### config.mk
export PLATFORM = sky130hd
export DESIGN_NAME = melody_ctrl_flat
export DESIGN_NICKNAME = d
export VERILOG_FILES = /design/src/rtl/melody_ctrl_if.sv /design/src/rtl/melody_ctrl.sv /design/src/flat_wrapper.sv
export SDC_FILE = /design/constraint.sdc
export NUM_CORES = 1
export LEC_CHECK = 0
export ABC_AREA = 1
export CAP_MARGIN = 20
export CORE_MARGIN = 2
export CORE_UTILIZATION = 30
export DETAILED_ROUTE_END_ITERATION = 7
export PLACE_DENSITY = 0.52
export SYNTH_ARGS = -nofsm -noshare
export SYNTH_HDL_FRONTEND = slang
export SYNTH_SLANG_ARGS = --single-unit
### constraint.sdc
create_clock -name sys_clk -period 3.05 [get_ports sys_clk]
set_clock_uncertainty 0.05 [all_clocks]
set_input_delay 0.305 -clock sys_clk [delete_from_list [all_inputs] [get_ports sys_clk]]
set_output_delay 0.305 -clock sys_clk [all_outputs]
set_load 0.01 [all_outputs]
### src/rtl/melody_ctrl_if.sv
// Control/status bundle between a melody player and its host.
// The host drives start/stop/key; the player returns tone and status outputs.
interface melody_ctrl_if;
  logic        start;
  logic        stop;
  logic [6:0]  key;
  logic [17:0] tone_period;
  logic        tone_en;
  logic [2:0]  note_idx;
  logic        busy;
  logic        done;

  modport master (
    output start, stop, key,
    input  tone_period, tone_en, note_idx, busy, done
  );

  modport slave (
    input  start, stop, key,
    output tone_period, tone_en, note_idx, busy, done
  );
endinterface

### src/rtl/melody_ctrl.sv
// Plays a fixed ROM melody (note, gap, next note) with stop, key-override and pause.
// Define MELODY_LOOP_EN to replay the melody continuously until stop or reset.
module melody_ctrl #(
  parameter logic [24:0] BEAT_CNT = 25'd24_999_999,
  parameter logic [19:0] GAP_CNT  = 20'd999_999,
  parameter logic [17:0] DO       = 18'd190_839,
  parameter logic [17:0] RE       = 18'd170_067,
  parameter logic [17:0] MI       = 18'd151_514,
  parameter logic [17:0] FA       = 18'd143_266,
  parameter logic [17:0] SO       = 18'd127_551,
  parameter logic [17:0] LA       = 18'd113_636,
  parameter logic [17:0] SI       = 18'd101_214,
  parameter logic [4:0]  LEN      = 5'd14
) (
  input  logic         sys_clk,
  input  logic         sys_rst,
  melody_ctrl_if.slave bus
);

  typedef enum logic [1:0] {IDLE, PLAY, GAP, PAUSE} state_t;

  state_t      state, nxt_state, resume, nxt_resume, eff;
  logic [3:0]  ptr, nxt_ptr;
  logic [24:0] beat_cnt, nxt_beat_cnt;
  logic [1:0]  beat_num, nxt_beat_num;
  logic [19:0] gap_cnt, nxt_gap_cnt;
  logic        nxt_done;
  logic        last_entry;
  logic        key_hit;
  logic [2:0]  key_idx;
  logic [17:0] out_period;
  logic        out_en;
  logic [2:0]  out_idx;

  logic [17:0] period_q;
  logic        en_q, busy_q, done_q;
  logic [2:0]  idx_q;

  // Melody ROM entry: {note_idx, beats-1}.
  function automatic logic [4:0] rom(input logic [3:0] a);
    case (a)
      4'd0, 4'd1:   rom = {3'd1, 2'd0};
      4'd2, 4'd3:   rom = {3'd5, 2'd0};
      4'd4, 4'd5:   rom = {3'd6, 2'd0};
      4'd6:         rom = {3'd5, 2'd1};
      4'd7, 4'd8:   rom = {3'd4, 2'd0};
      4'd9, 4'd10:  rom = {3'd3, 2'd0};
      4'd11, 4'd12: rom = {3'd2, 2'd0};
      4'd13:        rom = {3'd1, 2'd1};
      default:      rom = {3'd0, 2'd0};
    endcase
  endfunction

  function automatic logic [2:0] rom_note(input logic [3:0] a);
    logic [4:0] e;
    e = rom(a);
    return e[4:2];
  endfunction

  function automatic logic [1:0] rom_beats(input logic [3:0] a);
    logic [4:0] e;
    e = rom(a);
    return e[1:0];
  endfunction

  function automatic logic [17:0] note_period(input logic [2:0] n);
    case (n)
      3'd1:    note_period = DO;
      3'd2:    note_period = RE;
      3'd3:    note_period = MI;
      3'd4:    note_period = FA;
      3'd5:    note_period = SO;
      3'd6:    note_period = LA;
      3'd7:    note_period = SI;
      default: note_period = 18'd0;
    endcase
  endfunction

  assign last_entry = ({1'b0, ptr} == LEN - 5'd1);
  assign key_hit    = |bus.key;

  // Lowest set key bit wins.
  always_comb begin
    key_idx = 3'd0;
    for (int i = 6; i >= 0; i--) begin
      if (bus.key[i]) key_idx = 3'(i + 1);
    end
  end

  // NOTE: every variable gets a default before any branch, so no latch is inferred.
  always_comb begin
    nxt_state    = state;
    nxt_resume   = resume;
    nxt_ptr      = ptr;
    nxt_beat_cnt = beat_cnt;
    nxt_beat_num = beat_num;
    nxt_gap_cnt  = gap_cnt;
    nxt_done     = 1'b0;
    // While paused, a key release acts on the frozen state in the same edge.
    eff          = (state == PAUSE) ? resume : state;

    if (state == IDLE) begin
      if (bus.start && !bus.stop) begin
        nxt_state    = PLAY;
        nxt_ptr      = 4'd0;
        nxt_beat_cnt = 25'd0;
        nxt_beat_num = 2'd0;
        nxt_gap_cnt  = 20'd0;
      end
    end else if (bus.stop) begin
      nxt_state    = IDLE;
      nxt_resume   = IDLE;
      nxt_ptr      = 4'd0;
      nxt_beat_cnt = 25'd0;
      nxt_beat_num = 2'd0;
      nxt_gap_cnt  = 20'd0;
    end else if (key_hit) begin
      nxt_state  = PAUSE;
      nxt_resume = eff;
    end else if (eff == PLAY) begin
      nxt_state = PLAY;
      if (beat_cnt == BEAT_CNT) begin
        nxt_beat_cnt = 25'd0;
        if (beat_num == rom_beats(ptr)) begin
          nxt_beat_num = 2'd0;
          nxt_gap_cnt  = 20'd0;
          nxt_state    = GAP;
        end else begin
          nxt_beat_num = beat_num + 2'd1;
        end
      end else begin
        nxt_beat_cnt = beat_cnt + 25'd1;
      end
    end else begin
      nxt_state = GAP;
      if (gap_cnt == GAP_CNT) begin
        nxt_gap_cnt = 20'd0;
        if (last_entry) begin
          nxt_done = 1'b1;
          nxt_ptr  = 4'd0;
`ifdef MELODY_LOOP_EN
          nxt_state = PLAY;
`else
          nxt_state = IDLE;
`endif
        end else begin
          nxt_ptr   = ptr + 4'd1;
          nxt_state = PLAY;
        end
      end else begin
        nxt_gap_cnt = gap_cnt + 20'd1;
      end
    end
  end

  // Outputs are decoded from the next state so the registers show it on the same edge.
  always_comb begin
    out_period = 18'd0;
    out_en     = 1'b0;
    out_idx    = 3'd0;
    if (key_hit) begin
      out_en     = 1'b1;
      out_idx    = key_idx;
      out_period = note_period(key_idx);
    end else if (nxt_state == PLAY || nxt_state == GAP) begin
      out_idx    = rom_note(nxt_ptr);
      out_period = note_period(out_idx);
      out_en     = (nxt_state == PLAY) && (out_idx != 3'd0);
    end
  end

  // NOTE: reset is synchronous and only checked inside the clocked block.
  always_ff @(posedge sys_clk) begin
    if (sys_rst) begin
      state    <= IDLE;
      resume   <= IDLE;
      ptr      <= 4'd0;
      beat_cnt <= 25'd0;
      beat_num <= 2'd0;
      gap_cnt  <= 20'd0;
      period_q <= 18'd0;
      en_q     <= 1'b0;
      idx_q    <= 3'd0;
      busy_q   <= 1'b0;
      done_q   <= 1'b0;
    end else begin
      state    <= nxt_state;
      resume   <= nxt_resume;
      ptr      <= nxt_ptr;
      beat_cnt <= nxt_beat_cnt;
      beat_num <= nxt_beat_num;
      gap_cnt  <= nxt_gap_cnt;
      period_q <= out_period;
      en_q     <= out_en;
      idx_q    <= out_idx;
      busy_q   <= (nxt_state != IDLE);
      done_q   <= nxt_done;
    end
  end

  assign bus.tone_period = period_q;
  assign bus.tone_en     = en_q;
  assign bus.note_idx    = idx_q;
  assign bus.busy        = busy_q;
  assign bus.done        = done_q;

endmodule
### src/flat_wrapper.sv
// flat-port wrapper written by rule: the top's interface ports become plain ports
module melody_ctrl_flat 
#(
  parameter logic [24:0] BEAT_CNT = 25'd24_999_999,
  parameter logic [19:0] GAP_CNT  = 20'd999_999,
  parameter logic [17:0] DO       = 18'd190_839,
  parameter logic [17:0] RE       = 18'd170_067,
  parameter logic [17:0] MI       = 18'd151_514,
  parameter logic [17:0] FA       = 18'd143_266,
  parameter logic [17:0] SO       = 18'd127_551,
  parameter logic [17:0] LA       = 18'd113_636,
  parameter logic [17:0] SI       = 18'd101_214,
  parameter logic [4:0]  LEN      = 5'd14
)
  (sys_clk, sys_rst, bus_start, bus_stop, bus_key, bus_tone_period, bus_tone_en, bus_note_idx, bus_busy, bus_done);
  melody_ctrl_if bus_i ();
  input  logic sys_clk;
  input  logic sys_rst;
  input wire logic [$bits(bus_i.start)-1:0] bus_start;
  input wire logic [$bits(bus_i.stop)-1:0] bus_stop;
  input wire logic [$bits(bus_i.key)-1:0] bus_key;
  output wire logic [$bits(bus_i.tone_period)-1:0] bus_tone_period;
  output wire logic [$bits(bus_i.tone_en)-1:0] bus_tone_en;
  output wire logic [$bits(bus_i.note_idx)-1:0] bus_note_idx;
  output wire logic [$bits(bus_i.busy)-1:0] bus_busy;
  output wire logic [$bits(bus_i.done)-1:0] bus_done;
  assign bus_i.start = bus_start;
  assign bus_i.stop = bus_stop;
  assign bus_i.key = bus_key;
  assign bus_tone_period = bus_i.tone_period;
  assign bus_tone_en = bus_i.tone_en;
  assign bus_note_idx = bus_i.note_idx;
  assign bus_busy = bus_i.busy;
  assign bus_done = bus_i.done;
  melody_ctrl #(.BEAT_CNT(BEAT_CNT), .GAP_CNT(GAP_CNT), .DO(DO), .RE(RE), .MI(MI), .FA(FA), .SO(SO), .LA(LA), .SI(SI), .LEN(LEN)) u_core (.sys_clk(sys_clk), .sys_rst(sys_rst), .bus(bus_i));
endmodule
# Word level (Yosys, flattened, before mapping)
# Memory sizes are Yosys's and may differ from the RTL's. A register that Yosys moved wholly into a read port is not among the register bits.
# Cells that the tools add are included.
[op_classes] multipliers=0 addsub=4 order_cmp=0 n_mux=64 shift=0 bitwise_logic=2 eq_ne=26 div=0 n_reduce_logical=16
[ops] cell="18-bit case mux with 7 select lines" n=2
[ops] cell="20-bit two-way mux" n=8
[ops] cell="25-bit two-way mux" n=6
[ops] cell="2-bit two-way mux" n=23
[ops] cell="18-bit two-way mux" n=2
[ops] cell="4-bit two-way mux" n=8
[ops] cell="3-bit two-way mux" n=9
[ops] cell="25-bit by 1-bit adder with 25-bit output (second input constant)" n=1
[ops] cell="25-bit equality test (second input constant)" n=1
[ops] cell="3-bit equality test (second input constant)" n=8
[ops] cell="20-bit by 1-bit adder with 20-bit output (second input constant)" n=1
[ops] cell="20-bit equality test (second input constant)" n=1
[ops] cell="3-bit by 2-bit equality test with 1-bit output (second input constant)" n=4
[ops] cell="12-bit OR reduction" n=1
[ops] cell="5-bit two-way mux" n=2
[ops] cell="3-bit nonzero test" n=3
[ops] cell="4-bit by 3-bit != test with 1-bit output (second input constant)" n=2
[ops] cell="4-bit AND reduction" n=2
[ops] cell="7-bit OR reduction" n=1
[ops] cell="3-bit by 1-bit equality test with 1-bit output (second input constant)" n=2
[ops] cell="4-bit by 1-bit adder with 4-bit output (second input constant)" n=1
[ops] cell="2-bit by 1-bit equality test with 1-bit output (second input constant)" n=2
[ops] cell="2-bit equality test (second input constant)" n=2
[ops] cell="4-bit equality test (second input constant)" n=1
[ops] cell="13 further kinds" n=19
[word_totals] latch_bits=0 mem_bits_ro=128 mem_count=2 in_bits=11 wordCells=125 output_inout_bits=24 ram_bits=0 reg_bits=79
[memory_table] memory="(no name shown)" words=16 width=4 read_ports=1 rd_ports_with_merged_regs=0 wr=0 line_no="melody_ctrl.sv:41" source="case (a)"
[memory_table] memory="(no name shown)" words=16 width=4 read_ports=1 rd_ports_with_merged_regs=1 wr=0 line_no="melody_ctrl.sv:41"

# Logic depth before layout (Yosys ltp)
[logic_depth] depth_word=22 depth_mapped=21 mapped_depth_nobuf=21

# Worst setup path before layout
# OpenSTA, ideal clock, no wires.
[synth_timing] kind="reg-to-reg" startpoint="register u_core.gap_cnt[0]" endpoint="register u_core.period_q[4], in the netlist u_core.bus.tone_period[4]" t_required_ps=2943 path_stages_with_launch=16 n_path_buf=0 arrival_time_ps=2553 period_less_slack_ps=2661 setup_time_ps=57 setup_slack_ps=389 cell_sequence="dfxtp_1 -> ha_1 -> inv_1 -> nor2_2 -> nand3_1 -> nor2_4 -> nand3_1 -> a21oi_1 -> inv_1 -> a31oi_1 -> ha_1 -> nor2_1 -> inv_1 -> nor2_2 -> o21a_1 -> a21o_1"
[synth_via] elab_cells_between_ends=27 cone_classes="eq/ne: 10; mux: 15; reduce/logical: 1; memory: 1"
[synth_lines] item="start, declared" line_no="melody_ctrl.sv:26" source="logic [19:0] gap_cnt, nxt_gap_cnt;"
[synth_lines] item="start signal, assigned" line_no="melody_ctrl.sv:192" source="gap_cnt <= nxt_gap_cnt;"
[synth_lines] item="20-bit equality test (*)" line_no="melody_ctrl.sv:136" source="if (gap_cnt == GAP_CNT) begin"
[synth_lines] item="2-bit two-way mux (*)" line_no="melody_ctrl.sv:136"
[synth_lines] item="2-bit two-way mux (*)" line_no="melody_ctrl.sv:120" source="end else if (eff == PLAY) begin"
[synth_lines] item="2-bit two-way mux (*)" line_no="melody_ctrl.sv:117" source="end else if (key_hit) begin"
[synth_lines] item="2-bit two-way mux (*)" line_no="melody_ctrl.sv:110" source="end else if (bus.stop) begin"
[synth_lines] item="2-bit two-way mux (*)" line_no="melody_ctrl.sv:102" source="if (state == IDLE) begin"
[synth_lines] item="named net u_core.nxt_state[0]" line_no="melody_ctrl.sv:22" source="state_t state, nxt_state, resume, nxt_resume, eff;"
[synth_lines] item="2-bit by 1-bit equality test with 1-bit output or 2-bit equality test (tied branches)" line_no="melody_ctrl.sv:165" source="end else if (nxt_state == PLAY || nxt_state == GAP) begin"
[synth_lines] item="1-bit logical OR (*)" line_no="melody_ctrl.sv:165"
[synth_lines] item="18-bit two-way mux (*)" line_no="melody_ctrl.sv:165"
[synth_lines] item="18-bit two-way mux (*)" line_no="melody_ctrl.sv:161" source="if (key_hit) begin"
[synth_lines] item="end signal, assigned" line_no="melody_ctrl.sv:193" source="period_q <= out_period;"
[synth_lines] item="end, declared" line_no="melody_ctrl.sv:35" source="logic [17:0] period_q;"
# Mark *: on every way through the listed nets, which the timed path passes. The rest lies on a longest branch. The select of a mux whose other input is x is not followed.
# A chain may end at the register's enable or synchronous reset.

# Final worst setup path
[layout_timing] startpoint="register u_core.ptr[1]" endpoint="register u_core.period_q[2], in the netlist u_core.bus.tone_period[2]"
[layout_via] elab_chain_len=14 elab_cells_between_ends=31 cone_classes="add/sub: 1; eq/ne: 10; mux: 18; reduce/logical: 1; memory: 1"
[layout_lines] item="start, declared" line_no="melody_ctrl.sv:23" source="logic [3:0] ptr, nxt_ptr;"
[layout_lines] item="start signal, assigned" line_no="melody_ctrl.sv:189" source="ptr <= nxt_ptr;"
[layout_lines] item="4-bit by 1-bit adder with 4-bit output or 4-bit equality test (tied branches)" line_no="melody_ctrl.sv:147, melody_ctrl.sv:79"
[layout_lines] item="4-bit two-way mux" line_no="melody_ctrl.sv:138" source="if (last_entry) begin"
[layout_lines] item="4-bit two-way mux" line_no="melody_ctrl.sv:136"
[layout_lines] item="4-bit two-way mux" line_no="melody_ctrl.sv:120"
[layout_lines] item="4-bit two-way mux" line_no="melody_ctrl.sv:117"
[layout_lines] item="4-bit two-way mux" line_no="melody_ctrl.sv:110"
[layout_lines] item="4-bit two-way mux" line_no="melody_ctrl.sv:102"
[layout_lines] item="memory read 16 x 4 bit"
[layout_lines] item="5-bit two-way mux" line_no="melody_ctrl.sv:165"
[layout_lines] item="5-bit two-way mux" line_no="melody_ctrl.sv:161"
[layout_lines] item="3-bit equality test (tied with other cells)" line_no="melody_ctrl.sv:67" source="case (n)"
[layout_lines] item="18-bit case mux with 7 select lines" line_no="melody_ctrl.sv:67"
[layout_lines] item="18-bit two-way mux (*)" line_no="melody_ctrl.sv:165"
[layout_lines] item="18-bit two-way mux (*)" line_no="melody_ctrl.sv:161"
# Every way passes the cells marked *; elsewhere a longest branch is shown, timed or not. The select of a mux whose other input is x is not followed.

==> results.toml <==
[global_route]
grt.overflow.total = 0
antenna_found_initial = 0
grt_max_degree = 36
grt_pass1_vias = 3982
grt_use_total_pct = 14.6
top_usage_layer = "met2"
grt_use_met3_pct = 3.22
grt_pass1_wl_mm = 18.8
met2_usage_pct = 22.4
met1_usage_pct = 20.0

[layout]
drive_above_1_share_pct = 13.0
diodes = 0
post-route-util_pct = 38.0
finalNetCount = 715
synthToLayoutAreaGrowth_pct = 22.3

[placed_design]
dp_hpwl_mm = 8.40
place_congestion = 0.879
io_buffers = 34

[detailed_routing]
first_pass_iters = 5
vias = 4225
routed_wl_mm = 11.0
wl_per_cell_um = 12.5
ant_nets = 0
post_drt_via_cell_ratio = 4.80
drt_iter0_markers = 331
route.detailed.drc = 0

[die]
die_h_um = 124
initial_utilization_pct = 31.1
core_um2 = 14000
ios = 35
die_area_um2 = 15500
rows = 43
die_x_um = 124

[setup_path]
end_kind = "flip-flop"
rr_endpoint = "u_core.bus.tone_period[2]$_SDFF_PP0_"
start_kind = "flip-flop"
r2r_slack_ns = 0.30
critPathMaxStageDelay_ns = 0.35
ff2ff_path_depth = 20
critPathKind = "flip-flop to flip-flop"
slowest_stage = "dfxtp_1"
crit_path_max_fanout = 4
crit_chain = "inv_1 -> ha_1 -> nand3_1 -> inv_1 -> or2_2 -> nand3_1 -> nand3_1 -> nand2_2 -> inv_2 -> ha_1 -> inv_1 -> nand2_1 -> nand2_1 -> nand2_2 -> inv_2 -> nor2_4 -> nor2_2 -> nor2_4 -> nand2_1 -> a21oi_1"
arrival_ns = 2.98
timing.rr.start = "u_core.ptr[1]$_SDFF_PP0_"
cp.required_ns = 3.27

[timing]
worst_pin_slew_ns = 0.419
finalCriticalPeriod_ns = 2.75
final-max-slew-violation-count = 0
setup_viol_count_final = 0
max_freq_ghz = 0.363
finalCritPeriodShare_pct = 90.3
grt_setup_unrepaired = "false"
max-slew-margin-rel_pct = 71.8
finalHoldViolCount = 0
final.setup.tns_ns = 0

[power_and_ir_drop]
peakVddDrop_uv = 281
p_total_w = 0.00245
p_leak_nw = 2.09
powerDensity_nw_per_um2 = 461

[synthesis]
yosysTopAreaCellShare_pct = 36.4
synth_cells = 642
syn-num-nets = 661
synth_seq_cells = 79
ys_types = 42
avgSynthCellArea_um2 = 6.77
synth-edff-count = 0
postSynth.asyncResetShare_pct = 0
seq_area_frac_synth_pct = 36.4
netlist_area_um2 = 4340
synth_area_leader_cell = "dfxtp_1"
yosys_warnings = 0
yosys-top-cells-area = "dfxtp_1, nand2_1, nor2_1, inv_1, a21oi_1"
dominantRegCellSynth = "dfxtp_1"

[worst_hold_path]
hold_depth = 2
worst_hold_path.endpoint = "u_core.beat_cnt[7]$_SDFFE_PP0P_"
min_from = "u_core.beat_cnt[7]$_SDFFE_PP0P_"
hold_class = "flip-flop to flip-flop"

[clocking]
cts.clk_slew.worst_paths_ns = 0.06
cts_buffers = 9
cts_tree = "built"
insertion_delay_ns = 0.35
cts_root_buf = "clkbuf_16"
h-tree-depth = 3
hold_buffers = 0
clock-sinks = 79
cts_buffer_depth = 2

[outcome]
status = "completed"

[job]
maxCapViolCount = 0
area by class of cell:
type | instances | area [um^2]
Tap cell | 180 | 225
Clock buffer | 10 | 239
Inverter | 96 | 362
Sequential cell | 79 | 1580
Fill cell | 1505 | 8680
Multi-Input combinational cell | 457 | 2360
Timing Repair Buffer | 53 | 483
Clock inverter | 6 | 60.1
worst max-delay path by stage:
stage / start / to / slack [ns] / cells after the start
detailed placement: bus_key[3] / u_core.bus.tone_period[17]$_SDFF_PP0_ / 0.02 / 21
CTS: u_core.gap_cnt[0]$_SDFFE_PP0P_ / u_core.bus.tone_period[17]$_SDFF_PP0_ / 0.20 / 20
floorplan: u_core.gap_cnt[0]$_SDFFE_PP0P_ / u_core.bus.tone_period[4]$_SDFF_PP0_ / 0.39 / 15
global placement: bus_key[3] / u_core.bus.tone_period[4]$_SDFF_PP0_ / 0.06 / 19
global route: u_core.gap_cnt[0]$_SDFFE_PP0P_ / u_core.bus.tone_period[12]$_SDFF_PP0_ / 0.01 / 21
finish: u_core.ptr[1]$_SDFF_PP0_ / u_core.bus.tone_period[2]$_SDFF_PP0_ / 0.30 / 20
state kept, by name (all words and copies together), names as in the netlist, named ones only:
register,flops
u_core.bus.busy,1
u_core.bus.done,1
u_core.bus.tone_en,1
u_core.bus.note_idx,3
u_core.bus.tone_period,17
u_core.state,2
u_core.ptr,4
u_core.beat_cnt,25
u_core.beat_num,2
u_core.resume,2
u_core.gap_cnt,20
synth_stat cells, drive strengths merged, types with 2 or more instances:
library cell and number:
nor2 102, nor3 34, ha 8, clkbuf 6, nand3 47, nor4 4
xor2 8, nand3b 2, inv 95, dfxtp 79, a21oi 52, or2 2
buf 4, o21a 5, nand2 131, nand4 14, a31oi 6, a211oi 4
o21ai 28
per-layer routing:
layer | routed length (um) | part of all wire [%] | vias up
li1 | - | - | 2204
met1 | 5530 | 50 | 1910
met2 | 4890 | 44 | 93
met3 | 415 | 3.8 | 18
met4 | 209 | 1.9 | 0
met5 | 0 | 0 | -
kinds of logic (layout without fill, tap and decap cells):
family                     after synthesis  count (layout)  share of synthesized area (%)
DFF                                     79              79                           36.4
AOI/OAI and AO/OA                      102             102                           13.4
adders and majority gates                8               8                           2.30
and+or+nand+nor                        338             338                           36.8
xor gates and xnor gates                 9               9                           1.81
buffers and inverters                  106             165                           9.36
repair_timing:
item | 4_1_cts | 5_1_grt
setup endpoints to repair | 0 | 18
endpoints found under the hold margin | 0 | 0
setup buffers | 0 | 3
resized for setup | 0 | 1
worst max-delay path, delay by kind of cell (launching register included):
kind            cells  cell delay (ns)
compound gates      1             0.14
flops               1             0.35
simple gates       12             1.36
buf+inv             5             0.32
fa+ha+maj           2             0.46
power breakdown:
group          switching (W)  internal, W  leakage, nW
logic               0.000171     0.000110         1.30
registers          0.0000114      0.00106        0.643
clock network       0.000448     0.000652        0.144
total               0.000631      0.00182         2.09
metrics by stage:
| stage | hold slack (ns) | worst slack (ns) | std cells | cell area, um^2 |
|---|---|---|---|---|
| floorplan | 0.386 | 0.389 | 642 | 4340 |
| global placement | 0.399 | 0.0591 | 862 | 4980 |
| detailed placement | 0.413 | 0.0189 | 862 | 4980 |
| CTS | 0.422 | 0.195 | 878 | 5280 |
| global route | 0.445 | 0.0128 | 881 | 5310 |
| finish | 0.416 | 0.295 | 881 | 5310 |
placed cells by master (no fill, tap or decap), types with 2 or more instances in the layout:
cell and count:
nor3_1 33, nand3b_1 2, nor4_1 4, nand2_1 117, nor2_4 7, a21oi_2 2
clkinvlp_4 2, nand2_2 11, clkbuf_16 9, o21ai_1 2, nand2_4 3, o21ai_2 3
buf_4 19, ha_1 8, a21oi_1 50, o21a_1 5, nor2_1 87, a211oi_1 4
clkinv_2 4, xor2_1 8, clkdlybuf4s50_1 34, o21ai_0 23, nand4_1 14, dfxtp_1 79
nand3_2 4, or2_2 2, inv_1 83, a31oi_1 6, nor2_2 8, nand3_1 42
inv_2 12
Power figures use the tool's default switching activity.
